[src/rtl/mem_bus_arbiter.sv]
// mem_bus_arbiter: two bus masters sharing one single-port memory.
// Define MEM_ARB_RR_EN for round-robin ties; default is fixed cpu priority.
module mem_bus_arbiter #(
    parameter int AW      = 32,
    parameter int DW      = 32,
    parameter int MEM_LAT = 2
) (
    input  logic          clock,
    input  logic          reset,
    input  logic          r0_req,
    input  logic          r0_rw,
    input  logic [AW-1:0] r0_addr,
    input  logic [DW-1:0] r0_wdata,
    output logic          r0_ack,
    output logic [DW-1:0] r0_rdata,
    input  logic          r1_req,
    input  logic          r1_rw,
    input  logic [AW-1:0] r1_addr,
    input  logic [DW-1:0] r1_wdata,
    output logic          r1_ack,
    output logic [DW-1:0] r1_rdata,
    output logic          mem_en,
    output logic          mem_rw,
    output logic [AW-1:0] mem_addr,
    output logic [DW-1:0] mem_wdata,
    input  logic [DW-1:0] mem_rdata,
    output logic          owner,
    output logic          busy
);
    localparam int LCW = $clog2(MEM_LAT + 1);
    localparam logic [LCW-1:0] LAT_LAST = LCW'(MEM_LAT - 1);

    typedef enum logic [1:0] {
        IDLE,
        ACCESS,
        DONE
    } state_e;

    state_e         state_q;
    logic [LCW-1:0] lat_cnt_q;
    logic           last_grant_q;
    logic           owner_q;
    logic           mem_en_q;
    logic           mem_rw_q;
    logic [AW-1:0]  mem_addr_q;
    logic [DW-1:0]  mem_wdata_q;
    logic           r0_ack_q;
    logic           r1_ack_q;
    logic [DW-1:0]  r0_rdata_q;
    logic [DW-1:0]  r1_rdata_q;
    logic           grant_d;

    always_comb begin
`ifdef MEM_ARB_RR_EN
        // on a tie the master that lost last time goes next
        grant_d = (r0_req && r1_req) ? ~last_grant_q : ~r0_req;
`else
        // last_grant only shows through when nobody requests (grant unused)
        grant_d = ~r0_req & (r1_req | last_grant_q);
`endif
    end

    always_ff @(posedge clock or negedge reset) begin
        if (!reset) begin
            state_q      <= IDLE;
            lat_cnt_q    <= '0;
            last_grant_q <= 1'b1;
            owner_q      <= 1'b0;
            mem_en_q     <= 1'b0;
            mem_rw_q     <= 1'b1;
            mem_addr_q   <= '0;
            mem_wdata_q  <= '0;
            r0_ack_q     <= 1'b0;
            r1_ack_q     <= 1'b0;
            r0_rdata_q   <= '0;
            r1_rdata_q   <= '0;
        end else begin
            r0_ack_q <= 1'b0;
            r1_ack_q <= 1'b0;
            unique case (state_q)
                IDLE: begin
                    if (r0_req || r1_req) begin
                        owner_q     <= grant_d;
                        mem_addr_q  <= grant_d ? r1_addr : r0_addr;
                        mem_wdata_q <= grant_d ? r1_wdata : r0_wdata;
                        mem_rw_q    <= grant_d ? r1_rw : r0_rw;
                        mem_en_q    <= 1'b1;
                        lat_cnt_q   <= '0;
                        state_q     <= ACCESS;
                    end else begin
                        mem_en_q <= 1'b0;
                    end
                end
                ACCESS: begin
                    if (lat_cnt_q == LAT_LAST) begin
                        if (mem_rw_q) begin
                            if (owner_q) r1_rdata_q <= mem_rdata;
                            else         r0_rdata_q <= mem_rdata;
                        end
                        mem_en_q <= 1'b0;
                        mem_rw_q <= 1'b1;
                        r0_ack_q <= ~owner_q;
                        r1_ack_q <= owner_q;
                        state_q  <= DONE;
                    end else begin
                        lat_cnt_q <= lat_cnt_q + LCW'(1);
                    end
                end
                DONE: begin
                    last_grant_q <= owner_q;
                    state_q      <= IDLE;
                end
                default: state_q <= IDLE;
            endcase
        end
    end

    assign r0_ack    = r0_ack_q;
    assign r1_ack    = r1_ack_q;
    assign r0_rdata  = r0_rdata_q;
    assign r1_rdata  = r1_rdata_q;
    assign mem_en    = mem_en_q;
    assign mem_rw    = mem_rw_q;
    assign mem_addr  = mem_addr_q;
    assign mem_wdata = mem_wdata_q;
    assign owner     = owner_q;
    assign busy      = (state_q != IDLE);

endmodule

[config.mk]
export PLATFORM = sky130hd
export DESIGN_NAME = mem_bus_arbiter
export DESIGN_NICKNAME = d
export VERILOG_FILES = /design/src/rtl/mem_bus_arbiter.sv
export SDC_FILE = /design/constraint.sdc
export NUM_CORES = 1
export LEC_CHECK = 0
export CAP_MARGIN = 10
export CORE_ASPECT_RATIO = 1.25
export CORE_MARGIN = 2
export CORE_UTILIZATION = 30
export CTS_BUF_LIST = sky130_fd_sc_hd__clkbuf_2 sky130_fd_sc_hd__clkbuf_4 sky130_fd_sc_hd__clkbuf_8
export DETAILED_ROUTE_END_ITERATION = 8
export PLACE_DENSITY = 0.7
export SKIP_LAST_GASP = 1
export SLEW_MARGIN = 40
export SYNTH_ARGS = -nofsm -noshare
export SYNTH_HDL_FRONTEND = slang
export SYNTH_SLANG_ARGS = --single-unit
[constraint.sdc]
create_clock -name clock -period 1.6 [get_ports clock]
set_clock_uncertainty 0.15 [all_clocks]
set_input_delay 0.24 -clock clock [delete_from_list [all_inputs] [get_ports clock]]
set_output_delay 0.24 -clock clock [all_outputs]
set_load 0.01 [all_outputs]
Word level (Yosys, flattened, before mapping) --
Cells that the tools add are included.
Operators by class: add/subtract/negate cells 1, $mul 0, divide/modulo/power cells 0, magnitude comparators 0, equality and inequality tests 6, shift operators 0, multiplexer cells 19, bitwise logic cells 4, reductions and logical operators 11
Operators with widths (count):
- $mux W32 | 2
- $mux W1 | 9
- $mux W2 | 4
- $pmux W2 S2 | 2
- $reduce_and A4 Y1 | 2
- $ne A2 B2 Y1 const B | 3
- $reduce_and A2 Y1 | 3
- $reduce_and A3 Y1 | 2
- $eq A2 B1 Y1 const B | 2
- $pmux W1 S2 | 2
- $reduce_bool A2 Y1 | 2
- $add A2 B1 Y2 const B | 1
- $eq A2 B2 Y1 const B | 1
- $logic_not A2 Y1 | 1
- $not A1 Y1 | 2
- $and A1 B1 Y1 | 1
- $logic_or A1 B1 Y1 | 1
- $or A1 B1 Y1 | 1
Word-level totals: register bits after elaboration 138, bits in latches 0, bits in writable memories 0, ROM bits 0, input port bits 166, output and inout bits 134, logic and storage cells 53, memories 0

Depth between registers and ports, before layout --
depth after elaboration 5, gate-level depth with buffers 6

Worst setup path before layout --
OpenSTA, ideal clock, no wires.
path kind reg2reg, start reg lat_cnt_q[1], end reg r0_rdata_q[10] (netlist: r0_rdata[10]), library setup time 125 ps, arrival time 1476 ps, required time 1325 ps, setup slack -151 ps, cell stages (with the launch flop) 7, path buffers 2, cells stage by stage dfrtp_1 -> inv_1 -> ha_1 -> and4_4 -> buf_6 -> buf_6 -> mux2_4
On the way: word-level cells in the longest chain between the ends 2
Ends and longest elaborated chain:
- start, declared | line 40 | logic [LCW-1:0] lat_cnt_q;
- start signal, assigned | line 106 | lat_cnt_q <= lat_cnt_q + LCW'(1);
- $eq A2 B1 Y1 | line 95 | if (lat_cnt_q == LAT_LAST) begin
- $reduce_and A4 Y1 (no line)
- end signal, assigned | line 98 | else r0_rdata_q <= mem_rdata;
- end, declared | line 49 | logic [DW-1:0] r0_rdata_q;
No other way between the ends. A chain may end at the register's enable or synchronous reset.

Worst setup path after layout --
start reg state_q[0], end reg mem_wdata_q[11] (netlist: mem_wdata[11])
On the way: word-level cells in the longest chain between the ends 2
Ends and longest elaborated chain:
- start, declared | line 39 | state_e state_q;
- start signal, assigned | line 65 | state_q <= IDLE;
- start signal, assigned | line 89 | state_q <= ACCESS;
- start signal, assigned | line 104 | state_q <= DONE;
- $logic_not A2 Y1 | line 80 | unique case (state_q)
- $reduce_and A2 Y1 (no line)
- end signal, assigned | line 85 | mem_wdata_q <= grant_d ? r1_wdata : r0_wdata;
- end, declared | line 46 | logic [DW-1:0] mem_wdata_q;
No other way between the ends.

==> metrics.csv <==
stage,metric,value,unit
outcome,status,finished with violations,
outcome,violations,setup timing,
clock_tree,cts_sinks,137,
logic_synthesis,netlist_area,5967,sq um
setup_path,cp-startpoint,state_q[0]$_DFFE_PN0P_,
clock_tree,clk_pin_slew,90,ps
finish,drive_gt1_frac,0.2996,
logic_synthesis,postSynthCellCount,479,
setup_path,cp_top_family,simple AND/OR/NAND/NOR gates,
timing,whs,125.0,ps
setup_path,r2r_slack,-210,ps
timing,relSlewSlack,0.7121,
global_route,grt_use_total,0.2045,
place,dpl_cell_area,9483,sq um
clock_tree,root_buffer,clkbuf_8,
global_route,grt_pass1_vias,6046,
logic_synthesis,syn_nets,647,
floorplan,core-area,19470,sq um
setup_path,r2r_start,state_q[0]$_DFFE_PN0P_,
global_route,grt_pass1_wl,32.68,mm
finish,final_cell_mix,"clkdlybuf4s50_1, dfrtp_1, dlygate4sd2_1",
clock_tree,clk_path_buf_depth,2,
setup_path,r2r.worst_path.cells,5,
power_and_ir_drop,ir_worst_vdd,1.004,mV
finish,final_common_cell,clkdlybuf4s50_1,
run,drv_cap,0,
place,io_buffers,299,
timing,worstMarginPinSlew,431.8,ps
timing,maxSlewViolCount,0,
finish,fin_nets,1006,
setup_path,startpoint_type,register,
timing,rsz0062_at_grt,true,
routing,wl_per_cell,20.50,um
finish,area_growth_syn_to_layout,82.53,%
routing,drt_pre_antenna_iters,4,
logic_synthesis,yosysUniqueCellTypes,35,
clock_tree,cts_buffers,17,
finish,final.fill_count,1677,
timing,fmax,0.5519,GHz
logic_synthesis,synth-seq-area-share,0.5748,
logic_synthesis,ys_ff_latch,137,
finish,final_area,10890,sq um
place,place_hpwl,14.50,mm
setup_path,path_depth,5,
routing,drt_iter0_drc,220,
routing,vias,5724,
floorplan,die_area,21040,sq um
setup_path,worst-path-buf-inv,2,
clock_tree,clk_latency,440,ps
timing,finalWorstSetupSlack,-211.9,ps
timing,period_needed,1812,ps
setup_path,critPathSlowestCell,or3b_4,
power_and_ir_drop,powerDensity,1930,nW/um^2
setup_path,rr_endpoint,mem_wdata[11]$_DFFE_PN0P_,
routing,final_antenna_net_count,0,
setup_path,worstSetupEndpointType,register,
setup_path,crit_fanout,7,
global_route,grt_max_degree,44,
floorplan,initial_core_util,0.3065,
floorplan,die_h,161.7,um
clock_tree,tritoncts,built,
setup_path,critPathArrivalTime,1990,ps
floorplan,die_x,130.1,um
logic_synthesis,synth_area_per_cell,12.46,sq um
timing,hold_viol,0,
setup_path,crit_chain,buf_6 > or3b_4 > buf_16 > o22ai_1 > a21oi_2,
setup_path,crit_required,1770,ps
floorplan,row_count,57,
timing,period_share,1.132,
global_route,grt-ovfl-total,0,
power_and_ir_drop,p_leak,4.630,nW
place,place.gp.congestion,0.7539,
clock_tree,htreeDepth,4,
routing,vias_per_cell,5.124,
setup_path,crit_path_end,mem_wdata[11]$_DFFE_PN0P_,
routing,remaining_drc_errors,0,
timing,finalSetupViolCount,121,
hold_path,hp-class,in2async,
setup_path,critical_path.max_stage_delay,530,ps
floorplan,io_pins,300,
setup_path,criticalPathCategory,reg2reg,
logic_synthesis,ys_warn_count,0,
global_route,grt_antenna_before_repair,2,
routing,drt-total-wl,22.90,mm
-- what timing repair did --
item,CTS,global route
pin swaps,24,43
gates resized for setup,185,77
endpoints found under the setup margin,253,149
buffers inserted,11,17
endpoints found under the hold margin,136,0
cloned,9,5
hold buffers,1,0
-- state kept, by name (all words and copies together), names as in the netlist --
signal / count
lat_cnt_q: 2
mem_addr: 32
mem_en: 1
mem_rw: 1
mem_wdata: 32
owner: 1
r0_ack: 1
r0_rdata: 32
r1_ack: 1
r1_rdata: 32
state_q: 2
-- power by group --
group	switching (mW)	leakage [nW]	total (mW)	internal, mW
Clock	1.46	0.210	3.12	1.66
Sequential	1.25	1.61	6.52	5.27
Combinational	4.98	2.81	11.4	6.40
-- cell families (layout without fill, tap and decap cells) --
group           count (synthesis)  count (layout)  share of synthesized area
compound gates                202             202                     0.2026
flops                         137             137                     0.5748
mux                            64              64                     0.1397
buf+inv                        48             420                    0.05053
simple gates                   26              26                    0.02831
fa+ha+maj                       2               2                   0.004193
other cells                     0               1                          0
-- cells in the mapped netlist --
| cell type | number | share of area |
|---|---|---|
| a21o_1 | 1 | 0.0013 |
| a21oi_1 | 56 | 0.047 |
| a22o_1 | 2 | 0.0029 |
| a22oi_1 | 10 | 0.013 |
| a31oi_1 | 10 | 0.010 |
| and2_1 | 1 | 0.0010 |
| and3_1 | 2 | 0.0021 |
| and4_4 | 1 | 0.0019 |
| buf_1 | 6 | 0.0038 |
| buf_2 | 16 | 0.013 |
| buf_4 | 1 | 0.0013 |
| buf_6 | 13 | 0.025 |
| clkbuf_1 | 7 | 0.0044 |
| dfrtp_1 | 136 | 0.57 |
| dfstp_2 | 1 | 0.0044 |
| ha_1 | 2 | 0.0042 |
| inv_1 | 4 | 0.0025 |
| inv_2 | 1 | 0.00063 |
| mux2_1 | 5 | 0.0094 |
| mux2_2 | 29 | 0.055 |
| mux2_4 | 30 | 0.075 |
| nand2_1 | 2 | 0.0013 |
| nand2b_1 | 1 | 0.0010 |
| nand4_2 | 1 | 0.0021 |
| nor2_1 | 3 | 0.0019 |
| nor2b_1 | 10 | 0.010 |
| nor2b_2 | 1 | 0.0015 |
| nor3_1 | 1 | 0.00084 |
| nor3b_1 | 1 | 0.0013 |
| o21ai_0 | 10 | 0.0084 |
| o22a_1 | 1 | 0.0015 |
| o22ai_1 | 109 | 0.11 |
| o31ai_1 | 2 | 0.0025 |
| o32a_1 | 1 | 0.0017 |
| or3b_1 | 2 | 0.0029 |
-- cell type report --
type	count	area, sq um	share of cell area
Tap cell	265	331.6	0.03044
Multi-Input combinational cell	294	2754	0.2528
Clock inverter	12	165.2	0.01516
Inverter	5	18.77	0.001723
Sequential cell	137	3431	0.3150
Timing Repair Buffer	383	3920	0.3599
Antenna cell	1	2.502	0.0002298
Clock buffer	20	269.0	0.02470
-- how the worst min path moves through the flow --
stage                     startpoint                  endpoint  slack (ps)  depth (start not counted)
after global placement         reset   r1_rdata[7]$_DFFE_PN0P_          30                          1
after detailed placement       reset   r1_rdata[7]$_DFFE_PN0P_          20                          1
final                          reset  mem_addr[21]$_DFFE_PN0P_         120                          2
after global routing           reset  mem_addr[21]$_DFFE_PN0P_         120                          2
after CTS                      reset  mem_addr[14]$_DFFE_PN0P_         100                          2
after floorplan                reset  lat_cnt_q[0]$_DFFE_PN0P_        -210                          0
-- through the flow --
stage / utilization / power, mW / setup WS [ps] / setup TNS, ps / std cells
global placement: 0.4871 / 16.56 / -335.1 / -22000 / 1042
CTS: 0.5305 / 19.86 / -234.3 / -20210 / 1095
floorplan: - / 11.32 / -61.43 / -1843 / 479
finish: 0.5594 / 21.02 / -211.9 / -18040 / 1117
global route: 0.5593 / 22.23 / -292.5 / -23900 / 1116
detailed placement: 0.4871 / 16.78 / -357.2 / -23380 / 1042
-- worst reg2reg max path: cells and delay by family (launching register included) --
kind / cells / cell delay (ps)
compound gates: 2 / 250
simple gates: 1 / 530
buf+inv: 2 / 360
flops: 1 / 410
-- per-layer routing --
metal  track usage  vias up  routed length, um
li1              -     2577                  -
met1        0.2267     2836               8497
met2        0.3517      268              11820
met3       0.07444       43               1917
met4       0.08504        0                664
met5             0        -                  0
No activity file was read; power rests on OpenSTA's default activity.
